==> src/rtl/boot_loader_pkg.sv <==
// Shared types and constants for the boot loader block.
package boot_loader_pkg;

    localparam int DEF_ADDR_W     = 11;
    localparam int WORD_W         = 32;
    localparam int BYTES_PER_WORD = 4;
    localparam int MAX_WORDS      = 2 ** DEF_ADDR_W;
    // 16-bit frame word count plus one bit so 2**ADDR_W compares cleanly
    localparam int LEN_W          = 17;

    typedef enum logic [2:0] {
        IDLE,
        LEN_LO,
        LEN_HI,
        DATA,
        WRITE,
        CSUM,
        DONE,
        ERR
    } state_t;

    // Largest legal word count for a RAM with the given address width
    function automatic logic [LEN_W-1:0] max_words(input int aw);
        return LEN_W'(1) << aw;
    endfunction

endpackage

==> src/rtl/boot_loader_if.sv <==
// Byte stream in, RAM port B out, plus CPU reset and status flags.
interface boot_loader_if
    import boot_loader_pkg::*;
#(
    parameter int ADDR_W = DEF_ADDR_W,
    parameter int DATA_W = WORD_W
);
    logic [ADDR_W-1:0] load_base;
    logic [7:0]        byte_in;
    logic              byte_valid;
    logic              byte_ready;
    logic              ram_w_en;
    logic [ADDR_W-1:0] ram_addr;
    logic [DATA_W-1:0] ram_wdata;
    logic              cpu_rst_n;
    logic              busy;
    logic              done;
    logic              err;

    // The loader itself
    modport slave (
        input  load_base, byte_in, byte_valid,
        output byte_ready, ram_w_en, ram_addr, ram_wdata,
        output cpu_rst_n, busy, done, err
    );

    // Stream source / system side
    modport master (
        output load_base, byte_in, byte_valid,
        input  byte_ready, ram_w_en, ram_addr, ram_wdata,
        input  cpu_rst_n, busy, done, err
    );
endinterface

==> src/rtl/boot_loader_word_packer.sv <==
// Packs bytes little-endian into a 32-bit word; o_full flags the push
// that completes the word.
module word_packer
    import boot_loader_pkg::*;
(
    input  logic              clk,
    input  logic              rst_n,
    input  logic              i_push,
    input  logic              i_clear,
    input  logic [7:0]        i_byte,
    output logic [WORD_W-1:0] o_word,
    output logic              o_full
);
    logic [1:0] r_lane;

    assign o_full = i_push && (r_lane == 2'(BYTES_PER_WORD - 1));

    // Lane counter: next byte position inside the word
    always_ff @(posedge clk or negedge rst_n) begin
        if (!rst_n) begin
            r_lane <= 2'd0;
        end else if (i_clear) begin
            r_lane <= 2'd0;
        end else if (i_push) begin
            r_lane <= r_lane + 2'd1;
        end
    end

    genvar gi;
    generate
        for (gi = 0; gi < BYTES_PER_WORD; gi++) begin : g_lane
            logic [7:0] r_byte;

            // Capture the incoming byte when it targets this lane
            always_ff @(posedge clk or negedge rst_n) begin
                if (!rst_n) begin
                    r_byte <= 8'd0;
                end else if (i_clear) begin
                    r_byte <= 8'd0;
                end else if (i_push && (r_lane == 2'(gi))) begin
                    r_byte <= i_byte;
                end
            end

            assign o_word[gi*8 +: 8] = r_byte;
        end
    endgenerate

endmodule

==> src/rtl/boot_loader.sv <==
// Frame loader: length, payload packed into RAM words, XOR checksum,
// then CPU release. Terminal DONE/ERR until rst_n.
module boot_loader
    import boot_loader_pkg::*;
#(
    parameter int ADDR_W = DEF_ADDR_W,
    parameter int DATA_W = WORD_W
)(
    input  logic          clk,
    input  logic          rst_n,
    boot_loader_if.slave  bus
);
    localparam logic [LEN_W-1:0] MAX_N = max_words(ADDR_W);

    state_t            r_state;
    logic [ADDR_W-1:0] r_addr;
    logic [7:0]        r_len_lo;
    logic [7:0]        r_csum;
    logic [LEN_W-1:0]  r_words;
    logic [LEN_W-1:0]  r_widx;
    logic              r_ram_w_en;
    logic              r_cpu_rst_n;
    logic              r_done;
    logic              r_err;

    logic              w_byte_ready;
    logic              w_busy;
    logic              w_accept;
    logic              w_push;
    logic              w_clear;
    logic              w_full;
    logic [DATA_W-1:0] w_word;
    logic [LEN_W-1:0]  w_len;

    assign w_byte_ready = (r_state == LEN_LO) || (r_state == LEN_HI) ||
                          (r_state == DATA)   || (r_state == CSUM);
    assign w_busy       = w_byte_ready || (r_state == WRITE);
    assign w_accept     = bus.byte_valid && w_byte_ready;
    assign w_push       = w_accept && (r_state == DATA);
    // Partial words never survive a WRITE or a restart
    assign w_clear      = (r_state == IDLE) || (r_state == WRITE);
    assign w_len        = {1'b0, bus.byte_in, r_len_lo};

    word_packer u_packer (
        .clk     (clk),
        .rst_n   (rst_n),
        .i_push  (w_push),
        .i_clear (w_clear),
        .i_byte  (bus.byte_in),
        .o_word  (w_word),
        .o_full  (w_full)
    );

    // Frame FSM with registered RAM strobe, CPU reset and status flags
    always_ff @(posedge clk or negedge rst_n) begin
        if (!rst_n) begin
            r_state     <= IDLE;
            r_addr      <= '0;
            r_len_lo    <= 8'd0;
            r_csum      <= 8'd0;
            r_words     <= '0;
            r_widx      <= '0;
            r_ram_w_en  <= 1'b0;
            r_cpu_rst_n <= 1'b0;
            r_done      <= 1'b0;
            r_err       <= 1'b0;
        end else begin
            r_ram_w_en <= 1'b0;
            case (r_state)
                IDLE: begin
                    r_addr  <= bus.load_base;
                    r_widx  <= '0;
                    r_csum  <= 8'd0;
                    r_state <= LEN_LO;
                end
                LEN_LO: if (w_accept) begin
                    r_len_lo <= bus.byte_in;
                    r_state  <= LEN_HI;
                end
                LEN_HI: if (w_accept) begin
                    r_words <= w_len;
                    if (w_len > MAX_N)       r_state <= ERR;
                    else if (w_len == '0)    r_state <= CSUM;
                    else                     r_state <= DATA;
                end
                DATA: if (w_accept) begin
                    r_csum <= r_csum ^ bus.byte_in;
                    // Strobe goes out together with the completed word
                    if (w_full) begin
                        r_ram_w_en <= 1'b1;
                        r_state    <= WRITE;
                    end
                end
                WRITE: begin
                    r_addr <= r_addr + 1'b1;
                    r_widx <= r_widx + 1'b1;
                    if (r_widx == r_words - 1'b1) r_state <= CSUM;
                    else                          r_state <= DATA;
                end
                CSUM: if (w_accept) begin
                    r_state <= (bus.byte_in == r_csum) ? DONE : ERR;
                end
                DONE: begin
                    r_done      <= 1'b1;
                    r_cpu_rst_n <= 1'b1;
                end
                ERR: begin
                    r_err       <= 1'b1;
                    r_cpu_rst_n <= 1'b0;
                end
                default: r_state <= IDLE;
            endcase
        end
    end

    assign bus.byte_ready = w_byte_ready;
    assign bus.busy       = w_busy;
    assign bus.ram_w_en   = r_ram_w_en;
    assign bus.ram_addr   = r_addr;
    assign bus.ram_wdata  = w_word;
    assign bus.cpu_rst_n  = r_cpu_rst_n;
    assign bus.done       = r_done;
    assign bus.err        = r_err;

endmodule

==> src/flat_wrapper.sv <==
// flat-port wrapper written by rule: the top's interface ports become plain ports
module boot_loader_flat import boot_loader_pkg::*;
#(
    parameter int ADDR_W = DEF_ADDR_W,
    parameter int DATA_W = WORD_W
)
  (clk, rst_n, bus_load_base, bus_byte_in, bus_byte_valid, bus_byte_ready, bus_ram_w_en, bus_ram_addr, bus_ram_wdata, bus_cpu_rst_n, bus_busy, bus_done, bus_err);
  boot_loader_if #(.ADDR_W(ADDR_W), .DATA_W(DATA_W)) bus_i ();
  input  logic clk;
  input  logic rst_n;
  input wire logic [$bits(bus_i.load_base)-1:0] bus_load_base;
  input wire logic [$bits(bus_i.byte_in)-1:0] bus_byte_in;
  input wire logic [$bits(bus_i.byte_valid)-1:0] bus_byte_valid;
  output wire logic [$bits(bus_i.byte_ready)-1:0] bus_byte_ready;
  output wire logic [$bits(bus_i.ram_w_en)-1:0] bus_ram_w_en;
  output wire logic [$bits(bus_i.ram_addr)-1:0] bus_ram_addr;
  output wire logic [$bits(bus_i.ram_wdata)-1:0] bus_ram_wdata;
  output wire logic [$bits(bus_i.cpu_rst_n)-1:0] bus_cpu_rst_n;
  output wire logic [$bits(bus_i.busy)-1:0] bus_busy;
  output wire logic [$bits(bus_i.done)-1:0] bus_done;
  output wire logic [$bits(bus_i.err)-1:0] bus_err;
  assign bus_i.load_base = bus_load_base;
  assign bus_i.byte_in = bus_byte_in;
  assign bus_i.byte_valid = bus_byte_valid;
  assign bus_byte_ready = bus_i.byte_ready;
  assign bus_ram_w_en = bus_i.ram_w_en;
  assign bus_ram_addr = bus_i.ram_addr;
  assign bus_ram_wdata = bus_i.ram_wdata;
  assign bus_cpu_rst_n = bus_i.cpu_rst_n;
  assign bus_busy = bus_i.busy;
  assign bus_done = bus_i.done;
  assign bus_err = bus_i.err;
  boot_loader #(.ADDR_W(ADDR_W), .DATA_W(DATA_W)) u_core (.clk(clk), .rst_n(rst_n), .bus(bus_i));
endmodule
==> config.mk <==
export PLATFORM = sky130hd
export DESIGN_NAME = boot_loader_flat
export DESIGN_NICKNAME = d
export VERILOG_FILES = /design/src/rtl/boot_loader_pkg.sv /design/src/rtl/boot_loader_if.sv /design/src/rtl/boot_loader_word_packer.sv /design/src/rtl/boot_loader.sv /design/src/flat_wrapper.sv
export SDC_FILE = /design/constraint.sdc
export NUM_CORES = 1
export LEC_CHECK = 0
export CORE_AREA = 2 2 102 124
export DETAILED_ROUTE_END_ITERATION = 6
export DIE_AREA = 0 0 104 126
export PLACE_DENSITY = 0.72
export SKIP_LAST_GASP = 1
export SYNTH_ARGS = -nofsm -noshare
export SYNTH_HDL_FRONTEND = slang
export SYNTH_SLANG_ARGS = --single-unit
==> constraint.sdc <==
create_clock -name clk -period 3 [get_ports clk]
set_clock_uncertainty 0.15 [all_clocks]
set_input_delay 0.45 -clock clk [delete_from_list [all_inputs] [get_ports clk]]
set_output_delay 0.45 -clock clk [all_outputs]
set_load 0.005 [all_outputs]
* After elaboration in Yosys (flattened, before gate mapping)
Index checks and enable logic that the tools add are counted.
** Storage, ports and cells
- Flip-flop bits (word level) :: 101
- Bits of input ports :: 22
- Output and inout bits :: 49
- Word-level logic and storage cells :: 93
** Operators by class
- Add/sub/neg operators :: 4
- $lt $le $gt $ge :: 1
- Eq/ne operators :: 17
- Multiplexer cells :: 28
- Bitwise gates (word level) :: 1
- Reductions and logical operators :: 27
** Operators with widths (count)
- 8-bit 2-to-1 mux :: 9
- 17-bit case mux with 2 select lines :: 1
- 3-bit 2-to-1 mux :: 8
- 11-bit case mux with 2 select lines :: 1
- 3-bit case mux with 6 select lines :: 1
- 17-bit by 1-bit adder with 17-bit output, second input constant :: 1
- 17-bit == test :: 1
- 17-bit logical NOT :: 1
- 16-bit by 1-bit subtractor with 17-bit output, second input constant :: 1
- 16-bit by 12-bit > comparator with 1-bit output, second input constant :: 1
- 8-bit case mux with 2 select lines :: 1
- 2-bit nonzero test :: 8
- 3-bit == test, second input constant :: 4
- 11-bit by 1-bit adder with 11-bit output, second input constant :: 1
- 8-bit == test :: 1
- 2-bit by 1-bit != test with 1-bit output, second input constant :: 4
- 8-bit bitwise XOR :: 1
- 3-bit by 2-bit == test with 1-bit output, second input constant :: 2
- 1-bit logical AND :: 6
- 2-bit AND reduction :: 3
- 6-bit AND reduction :: 1
- 6-bit nonzero test :: 1
- 1-bit logical OR :: 5
- 2-bit == test, second input constant :: 2
- other kinds (9) :: 13

* Depth between registers and ports, before layout
- Word-level depth :: 10
- Depth in mapped cells :: 8
- Gate-level depth less buffers :: 8

* By module
A second synthesis with hierarchy kept.
** Unflattened totals
- Cells, all modules :: 525
- Area, all modules :: 5388.9 µm²
** Modules (own cells, without submodules)
- boot_loader :: times used 1, cells each 398, area each 3808.7 µm², sequential area each 1676.6 µm²
- word_packer :: times used 1, cells each 127, area each 1580.3 µm², sequential area each 850.8 µm²

* Worst setup path before layout
OpenSTA, ideal clock, no wires.
- Kind :: register to register
- From :: reg u_core.r_words[3]
- To :: reg u_core.r_state[2]
- Library setup time :: 0.067 ns
- Data arrival time :: 2.326 ns
- Data required time :: 2.783 ns
- Path slack :: 0.456 ns
- Stages on the path, launching flop included :: 9
- Path through :: dfrtp_1 buf_6 or3_1 buf_2 or4_4 a2111oi_4 nand4_2 a2111oi_4 a311o_1
** Between the ends
- Cells in the longest elaborated chain, start to end :: 4
** RTL lines
- from (decl) :: RTL line boot_loader.sv:19 : logic [LEN_W-1:0] r_words;
- from (signal assigned) :: RTL line boot_loader.sv:81 : r_words <= w_len;
- 16-bit by 1-bit subtractor with 17-bit output :: RTL line boot_loader.sv:97 : if (r_widx == r_words - 1'b1) r_state <= CSUM;
- 17-bit == test :: RTL line boot_loader.sv:97
- 3-bit 2-to-1 mux :: RTL line boot_loader.sv:97
- 3-bit case mux with 6 select lines :: RTL line boot_loader.sv:69 : case (r_state)
- to (signal assigned) :: RTL line boot_loader.sv:101 : r_state <= (bus.byte_in == r_csum) ? DONE : ERR;
- to (decl) :: RTL line boot_loader.sv:15 : state_t r_state;
Every way passes these cells.
A chain may end at the register's enable or synchronous reset.

* Worst setup path in the final report
- From :: reg u_core.r_state[0]
- To :: out bus_busy
** Between the ends
- Cells in the longest elaborated chain, start to end :: 5
- Elaborated cells between the ends (all ways) :: 9
** RTL lines
- 3-bit by 1-bit == test with 1-bit output or 3-bit by 2-bit == test with 1-bit output (tied branches) :: RTL line boot_loader.sv:35 : assign w_byte_ready = (r_state == LEN_LO) || (r_state == LEN_HI) ||
- 1-bit logical OR (2 in series) :: RTL line boot_loader.sv:35
- 1-bit logical OR :: RTL line boot_loader.sv:36 : (r_state == DATA) || (r_state == CSUM);
- 1-bit logical OR * :: RTL line boot_loader.sv:37 : assign w_busy = w_byte_ready || (r_state == WRITE);
- to (decl) :: RTL line flat_wrapper.sv:19 : output wire logic [$bits(bus_i.busy)-1:0] bus_busy;
Every way passes the cells marked *; elsewhere a longest branch is shown, timed or not.

==> reports/metrics.yaml <==
setup_path:
  critPathKind: "flop to primary output"
  endpoint_kind: "primary output"
  crit_chain: "or2_2 -> nor2_1 -> a21oi_1 -> clkdlybuf4s50_1"
  startpoint_type: "flop"
  critPathSlowestCell: "dfrtp_1"
  worst_ep_required_time_ns: 2.40
  cp.arrival_ns: 2.14
  crit_fanout: 18
  cp_slowest_stage_delay_ns: 0.59
cts:
  cts_root_buffer: "clkbuf_16"
  cts.reportedPaths.clkPinSlew_ns: 0.07
  cts_sinks: 101
  clockBufferDepth: 2
  htreeDepth: 3
  cts_buffers: 9
  cts_tree: "built"
  worstSkewPairLatency_ns: 0.35
  cts_setup_buffers: 0
run:
  cap_violations: 0
finish:
  syn2layout_area_growth_pct: 23.0
  mostFrequentLayoutCells: "101 x dfrtp_1, 80 x nand2_1, 69 x clkdlybuf4s50_1"
  final_nets: 641
  drive_above_1_share: 0.104
  final_common_cell: "dfrtp_1"
  diodes: 0
pwr:
  clkPwrFrac: 0.236
  sw_frac_of_total: 0.340
  ir_drop_v: 0.000349
  power.switching_uw: 1630
  power_density_nw_per_um2: 746
  leakage_uw: 0.00273
  combinationalPowerShare: 0.327
  power_uw: 4800
  p_int_uw: 3170
  p_seq_frac: 0.437
global_routing:
  first_global_vias: 4381
  grt_pass1_wl_mm: 22.1
  grt_max_degree: 57
  grt_use_total: 0.212
  grt_remaining_overflow: 0
  antenna_found_initial: 0
synthesis:
  synth_seq_cells: 101
  synth_compound_area_frac: 0.149
  synthAdderAreaFrac: 0.0168
  synthMuxAreaShare: 0.0666
  syn_nets: 576
  synth_edf_count: 0
  ys.flop_type: "dfrtp_1"
  yosys.area_share.simple: 0.180
  syn_area_per_cell_um2: 9.55
  synth_xor_area_frac: 0.0704
  yosysWarnings: 0
  ys_types: 54
  synth-async-reset-ratio: 1.00
  netlist_instances: 547
  synth_area_um2: 5230
  synth_top_family_by_area: "simple AND/OR/NAND/NOR gates"
  ys_seq_area_frac: 0.484
detailed_routing:
  wl_per_cell_um: 17.2
  drc: 0
  dr.pass1.iters: 4
  drt-initial-drc-count: 173
  num_vias: 4270
  wl_mm: 13.4
  vias_per_cell: 5.50
  drtAntennaViolNets: 0
sta:
  slew_violations: 0
  rsz0062_at_grt: "no"
  timing.final.ws_setup_ns: 0.264
  slew_headroom: 0.274
  hold_slack_ns: 0.334
  setup_viol: 0
  tns_ns: 0
  fin_crit_sh: 0.912
  tightest_slew_ns: 1.09
  fmax_mhz: 366
  hold_violations: 0
  finalWorstPathRequiredPeriod_ns: 2.74
status:
  status: "finished, final reports clean"
floorplanning:
  die_y_um: 126
  rows: 44
  die_area_um2: 13100
  coreArea_um2: 11900
  die_w_um: 104
  ios: 71
  start_util: 0.439
place:
  port_buffers: 70
  dp_slack_ns: 0.356
  hpwl_mm: 9.62
  gp_congestion: 0.865
hold_path:
  hold_path_class: "flop to flop"
==> synthesized netlist by cell type, types with 2 or more instances <==
master | n | area (um^2)
a2111oi_4 | 2 | 55.1
or3_1 | 2 | 12.5
a311oi_1 | 2 | 17.5
nor4_1 | 8 | 50.1
o21bai_1 | 2 | 15.0
buf_1 | 3 | 11.3
o21ai_0 | 53 | 265
a21oi_1 | 41 | 205
o211ai_1 | 2 | 15.0
nand2_1 | 80 | 300
o2111ai_1 | 2 | 17.5
ha_1 | 7 | 87.6
and3_1 | 5 | 31.3
nand3b_1 | 3 | 22.5
and2_1 | 4 | 25.0
nor3b_1 | 10 | 75.1
nor2_1 | 31 | 116
nor2b_1 | 3 | 18.8
o221ai_1 | 2 | 17.5
clkinv_1 | 2 | 7.51
mux2i_1 | 10 | 100
nor3_1 | 10 | 50.1
or4_1 | 3 | 22.5
xor2_1 | 17 | 149
nand3_1 | 11 | 55.1
nand4_1 | 9 | 56.3
dfrtp_1 | 101 | 2530
buf_2 | 2 | 10.0
a31oi_1 | 3 | 18.8
o22ai_1 | 10 | 62.6
and4_1 | 2 | 17.5
nand2b_1 | 3 | 18.8
inv_1 | 8 | 30.0
xnor2_1 | 25 | 219
clkbuf_1 | 29 | 109
mux2_2 | 22 | 248
==> logic make-up after synthesis <==
logic type                 after synthesis
and+or+nand+nor                        191
AOI/OAI and AO/OA                      129
DFF                                    101
buffers and inverters                   45
xor gates and xnor gates                42
muxes                                   32
adders and majority gates                7
==> power by group through the flow <==
stage / combinational, uW / clock [uW] / sequential (uW)
after floorplan: 898 / 0 / 2020
after global placement: 1530 / 0 / 2090
after detailed placement: 1560 / 0 / 2120
after CTS: 1580 / 1150 / 2090
after global routing: 1750 / 1200 / 2150
final: 1570 / 1130 / 2100
==> worst paths after layout <==
path	end	depth (start not counted)	from	slack, ns
setup / recovery	bus_busy	4	u_core.r_state[0]	0.26
hold / removal	u_core.u_packer.g_lane[1].r_byte[7]	2	u_core.u_packer.g_lane[1].r_byte[7]	0.33
setup reg to reg	u_core.r_state[2]	8	u_core.r_words[0]	0.35
hold reg to reg	u_core.u_packer.g_lane[1].r_byte[7]	2	u_core.u_packer.g_lane[1].r_byte[7]	0.33
max in group asynchronous	u_core.r_csum[4]	3	rst_n	1.48
min in group asynchronous	u_core.r_widx[7]	2	rst_n	0.51
==> layout make-up <==
type / count / area [um^2]
Fill cell: 1101 / 5460
Sequential cell: 101 / 2530
Multi-Input combinational cell: 401 / 2520
Timing Repair Buffer: 89 / 856
Clock buffer: 9 / 225
Tap cell: 161 / 201
Clock inverter: 6 / 57.6
Inverter: 10 / 37.5
==> routing by layer <==
metal | global-route usage | part of all wire | routed length [um] | vias to the layer above
met5 | 0 | 0 | 0 | -
met4 | 0.102 | 0.027 | 357 | 0
met3 | 0.0404 | 0.047 | 629 | 21
met2 | 0.358 | 0.50 | 6730 | 108
met1 | 0.261 | 0.42 | 5650 | 2079
li1 | - | - | - | 2062
==> worst max-delay path: cells and delay by family (launching register included) <==
family / cells / cell delay, ns
simple gates: 2 / 0.53
buf+inv: 1 / 0.53
compound gates: 1 / 0.14
flops: 1 / 0.59
==> timing repair <==
item / 4_1_cts / 5_1_grt
resized for setup: 0 / 0
hold buffers: 1 / 0
hold endpoints to repair: 45 / 0
==> flip-flops by register name, summed over array words and instances, names as in the netlist, 2 cells and up <==
name                           flops
u_core.bus.ram_addr               11
u_core.r_csum                      8
u_core.r_len_lo                    8
u_core.r_state                     3
u_core.r_widx                     17
u_core.r_words                    16
u_core.u_packer.g_lane.r_byte     32
u_core.u_packer.r_lane             2
==> metrics by stage <==
stage                util  instances  instance area, um^2
floorplan               -        547                 5230
global placement    0.516        761                 6130
detailed placement  0.516        761                 6130
CTS                 0.541        777                 6430
global route        0.541        777                 6430
finish              0.541        777                 6430
(Power assumes the default switching activity.)
